**config.mk**
```make
export PLATFORM = sky130hd
export DESIGN_NAME = ram_loader
export DESIGN_NICKNAME = d
export VERILOG_FILES = /design/src/rtl/ram_loader.sv
export SDC_FILE = /design/constraint.sdc
export NUM_CORES = 1
export LEC_CHECK = 0
export ABC_AREA = 1
export BUFFER_PORTS_ARGS = -buffer_cell sky130_fd_sc_hd__buf_2
export CORE_MARGIN = 2
export CORE_UTILIZATION = 50
export CTS_CLUSTER_SIZE = 30
export DETAILED_ROUTE_END_ITERATION = 8
export PLACE_DENSITY_LB_ADDON = 0.12
export SLEW_MARGIN = 20
export SYNTH_ARGS = -nofsm -noshare
export SYNTH_HDL_FRONTEND = slang
export SYNTH_SLANG_ARGS = --single-unit
```
**constraint.sdc**
```tcl
create_clock -name CLK -period 1.35 [get_ports CLK]
set_clock_uncertainty 0.05 [all_clocks]
set_input_delay 0.135 -clock CLK [delete_from_list [all_inputs] [get_ports CLK]]
set_output_delay 0.135 -clock CLK [all_outputs]
set_load 0.02 [all_outputs]
```
**src/rtl/ram_loader.sv**
```systemverilog
// Programming-mode loader for the SAP-1 memory path: takes host words over valid/ready
// and writes them into RAM from address 0 upward while holding the CPU in clear.
module ram_loader #(
   parameter int AW        = 4,
   parameter int DW        = 8,
   parameter int WE_CYCLES = 2
) (
   input  logic          CLK,
   input  logic          CLR_n,
   input  logic          START,
   input  logic [DW-1:0] IN_DATA,
   input  logic          IN_VALID,
   input  logic          IN_LAST,
   output logic          IN_READY,
   output logic          SELECT,
   output logic [AW-1:0] ADDR,
   output logic [DW-1:0] RAM_DIN,
   output logic          RAM_WE,
   output logic          CPU_HOLD,
   output logic          BUSY,
   output logic          DONE,
   output logic [AW:0]   WORDS,
   output logic          ERR
);

   localparam int            CW       = (WE_CYCLES > 1) ? $clog2(WE_CYCLES) : 1;
   localparam logic [CW-1:0] WE_LAST  = CW'(WE_CYCLES - 1);
   localparam logic [AW-1:0] ADDR_MAX = '1;

   typedef enum logic [2:0] {
      ST_IDLE,
      ST_SETUP,
      ST_WRITE,
      ST_HOLD,
      ST_FINISH
   } state_t;

   state_t        state_q, state_d;
   logic [AW-1:0] addr_q, addr_d;
   logic [DW-1:0] din_q, din_d;
   logic [AW:0]   words_q, words_d;
   logic          err_q, err_d;
   logic          last_q, last_d;
   logic [CW-1:0] we_cnt_q, we_cnt_d;

   logic          in_ready_q, in_ready_d;
   logic          select_q, select_d;
   logic          ram_we_q, ram_we_d;
   logic          busy_q, busy_d;
   logic          done_q, done_d;

   always_ff @(posedge CLK or negedge CLR_n) begin
      if (!CLR_n) begin
         state_q    <= ST_IDLE;
         addr_q     <= '0;
         din_q      <= '0;
         words_q    <= '0;
         err_q      <= 1'b0;
         last_q     <= 1'b0;
         we_cnt_q   <= '0;
         in_ready_q <= 1'b0;
         select_q   <= 1'b1;
         ram_we_q   <= 1'b0;
         busy_q     <= 1'b0;
         done_q     <= 1'b0;
      end else begin
         state_q    <= state_d;
         addr_q     <= addr_d;
         din_q      <= din_d;
         words_q    <= words_d;
         err_q      <= err_d;
         last_q     <= last_d;
         we_cnt_q   <= we_cnt_d;
         in_ready_q <= in_ready_d;
         select_q   <= select_d;
         ram_we_q   <= ram_we_d;
         busy_q     <= busy_d;
         done_q     <= done_d;
      end
   end

   // Next-state and datapath updates; in_ready_q mirrors "state is SETUP".
   always_comb begin
      state_d  = state_q;
      addr_d   = addr_q;
      din_d    = din_q;
      words_d  = words_q;
      err_d    = err_q;
      last_d   = last_q;
      we_cnt_d = we_cnt_q;
      case (state_q)
         ST_IDLE: begin
            if (START) begin
               state_d = ST_SETUP;
               addr_d  = '0;
               words_d = '0;
               err_d   = 1'b0;
               last_d  = 1'b0;
            end
         end
         ST_SETUP: begin
            if (IN_VALID && in_ready_q) begin
               din_d    = IN_DATA;
               last_d   = IN_LAST;
               words_d  = words_q + 1'b1;
               we_cnt_d = '0;
               state_d  = ST_WRITE;
            end
         end
         ST_WRITE: begin
            if (we_cnt_q == WE_LAST) begin
               state_d = ST_HOLD;
            end else begin
               we_cnt_d = we_cnt_q + 1'b1;
            end
         end
         ST_HOLD: begin
            // Address advances only here, after the strobe has dropped.
            if (last_q) begin
               state_d = ST_FINISH;
            end else if (addr_q == ADDR_MAX) begin
               err_d   = 1'b1;
               state_d = ST_FINISH;
            end else begin
               addr_d  = addr_q + 1'b1;
               state_d = ST_SETUP;
            end
         end
         ST_FINISH: begin
            state_d = ST_IDLE;
         end
         default: begin
            state_d = ST_IDLE;
         end
      endcase
   end

   // Control outputs are decoded from the next state so they leave flops directly.
   always_comb begin
      in_ready_d = (state_d == ST_SETUP);
      select_d   = (state_d == ST_IDLE);
      ram_we_d   = (state_d == ST_WRITE);
      busy_d     = (state_d != ST_IDLE);
      done_d     = (state_d == ST_FINISH);
   end

   assign IN_READY = in_ready_q;
   assign SELECT   = select_q;
   assign CPU_HOLD = ~select_q;
   assign ADDR     = addr_q;
   assign RAM_DIN  = din_q;
   assign RAM_WE   = ram_we_q;
   assign BUSY     = busy_q;
   assign DONE     = done_q;
   assign WORDS    = words_q;
   assign ERR      = err_q;

endmodule

```
# Word-level counts from Yosys, hierarchy flattened
# Index checks and enable logic that the tools add are counted.
dict set report word_totals {
  mem_bits_ro 0
  inputBits 13
  ff_bits 28
  mem_bits_rw 0
  mem_count 0
  latchBits 0
}
dict set report classes {
  div 0
  reduce_logical 12
  bitwise 1
  addsub 3
  order_cmp 0
  muxes 22
  multipliers 0
  eq_ne 12
  n_shift 0
}
# op count
set op_table {}
lappend op_table {{$mux 3} 5}
lappend op_table {{$mux 4} 3}
lappend op_table {{$pmux 3 s4} 1}
lappend op_table {{$mux 5} 2}
lappend op_table {{$ne 2x2->1 const B} 5}
lappend op_table {{$pmux 5 s2} 1}
lappend op_table {{$eq 3x2->1 const B} 3}
lappend op_table {{$pmux 4 s2} 1}
lappend op_table {{$reduce_and 4->1} 2}
lappend op_table {{$eq 3x1->1 const B} 2}
lappend op_table {{$logic_not 3->1} 2}
lappend op_table {{$mux 1} 6}
lappend op_table {{$pmux 1 s2} 3}
lappend op_table {{$reduce_bool 2->1} 3}
lappend op_table {{$add 5x1->5 const B} 1}
lappend op_table {{$add 4x1->4 const B} 1}
lappend op_table {{$eq 4x4->1 const B} 1}
lappend op_table {{$reduce_and 2->1} 2}
lappend op_table {{$eq 3x3->1 const B} 1}
lappend op_table {{$reduce_and 3->1} 1}
lappend op_table {{$reduce_bool 3->1} 1}
lappend op_table {{$add 1x1->1 const B} 1}
lappend op_table {{$logic_and 1x1->1} 1}
lappend op_table {{$not 1->1} 1}

# Logic depth before layout (Yosys ltp)
dict set report depth {
  depth_word 5
  depth_mapped 7
  depth_no_buf 7
}

# Worst setup path before layout
# OpenSTA, ideal clock, no wires.
dict set report synth_timing {
  path_kind {reg-to-reg}
  from {register addr_q[0], in the netlist ADDR[0]}
  to {register busy_q, in the netlist BUSY}
  setup_time_ns 0.120
  arrival_time_ns 1.220
  path_buffers 0
  synth_period_minus_slack_ns 1.390
  stages_incl_launch_ff 7
  path_slack_ns -0.040
  path_cell_list {dfrtp_1 ha_1 nand3_2 nand3_4 nand2_1 nor2_1 nand2_1}
}
dict set report synth_between {
  elab_chain_len 5
}
# element line
set synth_lines {}
lappend synth_lines {{start, declared} 39} ;# logic [AW-1:0] addr_q, addr_d;
lappend synth_lines {{start signal, assigned} 68} ;# addr_q <= addr_d;
lappend synth_lines {{$eq 4x4->1} 121} ;# end else if (addr_q == ADDR_MAX) begin
lappend synth_lines {{$mux 3} 121}
lappend synth_lines {{$mux 3} 119} ;# if (last_q) begin
lappend synth_lines {{$pmux 3 s4} 91} ;# case (state_q)
lappend synth_lines {{$reduce_bool 3->1} 143} ;# busy_d = (state_d != ST_IDLE);
lappend synth_lines {{net busy_d} 49} ;# logic busy_q, busy_d;
lappend synth_lines {{end signal, assigned} 77} ;# busy_q <= busy_d;
lappend synth_lines {{end, declared} 49}
# The timed path passes the listed nets, and every way through them passes these cells.
# A chain may end at the register's enable or synchronous reset.

# Final worst setup path
dict set report layout_timing {
  from {register state_q[0]}
  to {register words_q[1], in the netlist WORDS[1]}
}
dict set report layout_between {
  elab_chain_len 3
}
# element line
set layout_lines {}
lappend layout_lines {{start, declared} 38} ;# state_t state_q, state_d;
lappend layout_lines {{start signal, assigned} 67} ;# state_q <= state_d;
lappend layout_lines {{$eq 3x1->1 / $logic_not 3->1 (equally long branches)} 91}
lappend layout_lines {{$ne 2x2->1 (no source line) / $reduce_bool 2->1 (equally long branches)} -}
lappend layout_lines {{$reduce_and 3->1 (no source line)} -}
lappend layout_lines {{end signal, assigned} 70} ;# words_q <= words_d;
lappend layout_lines {{end, declared} 41} ;# logic [AW:0] words_q, words_d;
# Several ways; a longest one is shown, not always the timed one.

==> results.toml <==
[critical_path]
path_common_cell = "nand2_1"
critPathMaxFanout = 9
cp-start-kind = "flop"
cp.depth = 6
worstPathBufferInverterCount = 1
crit_required_ps = 1540
r2r_cells = 6
criticalPathCategory = "reg2reg"
critPathMaxStageDelay_ps = 440
worst_ep_arrival_time_ps = 1470
crit_family = "simple AND/OR/NAND/NOR gates"
cpMaxStageDelayCell = "dfrtp_1"
crit_chain = "nor2_2 > nand3_4 > nand2_4 > inv_2 > nand2_1 > nand2_1"
end_kind = "flop"

[grt]
antenna_found_initial = 0
busiest_layer = "met2"
grt_usage = 0.212
grt_pass1_vias = 1103
grt-ovfl-total = 0
grt_pass1_wl_um = 4540
grtUsageMet3 = 0.0242
gr-usage-met1 = 0.277
grt.met2_usage = 0.361
grt_max_degree = 16

[synth]
syn_nets = 162
synthCells = 147
synth_area_um2 = 1300
synth_area_leaders = "dfrtp_1, nand2_1, nand3_1"
synth_cell_types = 26
synth-seq-cells = 28
synth_largest_area_cell = "dfrtp_1"
post-synth-top-area-fraction = 0.520
avgSynthCellArea_um2 = 8.84
synth-seq-area-share = 0.540
yosys_warnings = 0

[finish]
antenna_cells = 0
area_growth_pct = 35.5
post-route-util = 0.711
nets = 220
multi_input_area_um2 = 569
drive_gt1_frac = 0.348
mostFrequentLayoutCells = "nand2_1, buf_2, dfrtp_1, nand3_1"
seqCellArea_um2 = 704
mostFrequentLayoutCell = "nand2_1"
fillers = 201

[sta]
setup_slack_ps = 68.0
setup_viol = 0
slew_headroom = 0.757
period_needed_ps = 1280
finalMaxSlewViolations = 0
holdWs_ps = 175
clock.fmax_mhz = 780
hold_viol = 0
worst_pin_slew_ps = 364
period_share = 0.950
rsz0062_at_grt = "yes"

[clock_tree]
cts_tree = "yes"
htreeDepth = 1
worstSkewPairLatency_ps = 320
clock_sinks = 28
numCtsBuffers = 3
cts_buffer_depth = 2
cts-root-buf = "clkbuf_4"
cts.clk_slew.worst_paths_ps = 150

[placed_design]
hpwlAfterDp_um = 2060
preCtsSetupSlack_ps = 23.5
port_buffers = 36
place_congestion = 0.819

[detailed_routing]
viasPerCell = 4.93
drt_pass1_iterations = 4
vias = 1154
postRouteAntennaNets = 0
drt_iter0_drc = 19
drc = 0
wl_per_cell_um = 12.4
wirelength_um = 2900

[power]
peakVddDrop_mv = 1.31
p_leak_uw = 0.000970
p_per_area_nw_per_um2 = 1950

[die]
die-width_um = 55.0
rows = 18
fp.dieH_um = 55.0
io_pins = 37
start_util = 0.524
core_area_um2 = 2480
die_area_um2 = 3020

[min_path]
hold_class = "in2async"

[status]
status = "finished clean"

[flow_run]
cap_violations = 0
what timing repair did:
action	in CTS	in global routing
resized for setup	0	11
hold buffers	10	0
setup endpoints to repair	0	19
buffers inserted	0	3
hold endpoints to repair	36	0
registers in the layout (all words and copies together) (netlist names):
signal    count
ADDR          4
BUSY          1
DONE          1
ERR           1
IN_READY      1
RAM_DIN       8
RAM_WE        1
SELECT        1
WORDS         5
last_q        1
state_q       3
we_cnt_q      1
report_power, final:
part	leakage [uW]	internal (uW)	switching [uW]	total [uW]
Combinational	0.000590	623	1090	1710
Clock	0.0000210	165	246	411
Sequential	0.000359	1130	182	1310
routing by layer:
metal  part of all wire  wire (um)
met1               0.45       1310
met2               0.51       1470
met3              0.035        101
met4             0.0076         22
met5                  0          0
metrics by stage:
| stage | setup TNS (ps) | cells | cell area, um2 | total power, uW |
|---|---|---|---|---|
| floorplan | 0 | 147 | 1300 | 2370 |
| global placement | 0 | 217 | 1560 | 2820 |
| detailed placement | 0 | 217 | 1560 | 2880 |
| CTS | 0 | 231 | 1700 | 3320 |
| global route | -120 | 234 | 1760 | 3700 |
| finish | 0 | 234 | 1760 | 3440 |
cell usage after synthesis, drive strengths merged:
master	number
ha	2
nand4	4
buf	2
a21oi	2
dfrtp	27
inv	12
nor2	14
xnor2	1
xor2	1
o21ai	3
mux2i	1
nand3	15
a21boi	1
nand3b	2
nand2	59
dfstp	1
worst reg2reg max path: cells and delay by family, from the launching register on:
family	cells	cell delay, ps
buffers and inverters	1	60
flip-flops	1	440
AND/OR/NAND/NOR	5	640
cells by family (layout without fill, tap and decap cells):
family                     Yosys count  count (layout)  share of synthesized area
buffers and inverters               14              71                     0.0462
adders and majority gates            2               2                     0.0193
muxes                                1               1                    0.00771
and+or+nand+nor                     94              94                      0.342
AOI/OAI and AO/OA                    6               6                     0.0308
DFF                                 28              28                      0.540
xor gates and xnor gates             2               2                     0.0135
worst paths after layout:
| kind | slack [ps] | to | from |
|---|---|---|---|
| worst max-delay path | 70 | WORDS[1]$_DFFE_PN0P_ | state_q[0]$_DFF_PN0_ |
| worst min-delay path | 180 | WORDS[0]$_DFFE_PN0P_ | CLR_n |
| worst max register to register | 70 | WORDS[1]$_DFFE_PN0P_ | state_q[0]$_DFF_PN0_ |
| worst min register to register | 450 | RAM_DIN[2]$_DFFE_PN0P_ | RAM_DIN[2]$_DFFE_PN0P_ |
| max in group asynchronous | 590 | SELECT$_DFF_PN1_ | CLR_n |
| min in group CLK | 190 | ADDR[2]$_DFFE_PN0P_ | START |
final cells by class:
class	instances	share of cell area
clock buffers	4	0.0206
inverters	12	0.0256
multi-input cells	105	0.323
flip-flops and latches	28	0.400
well taps	30	0.0213
repair buffers	55	0.209
Note: power is estimated with default switching activity, not from simulation.
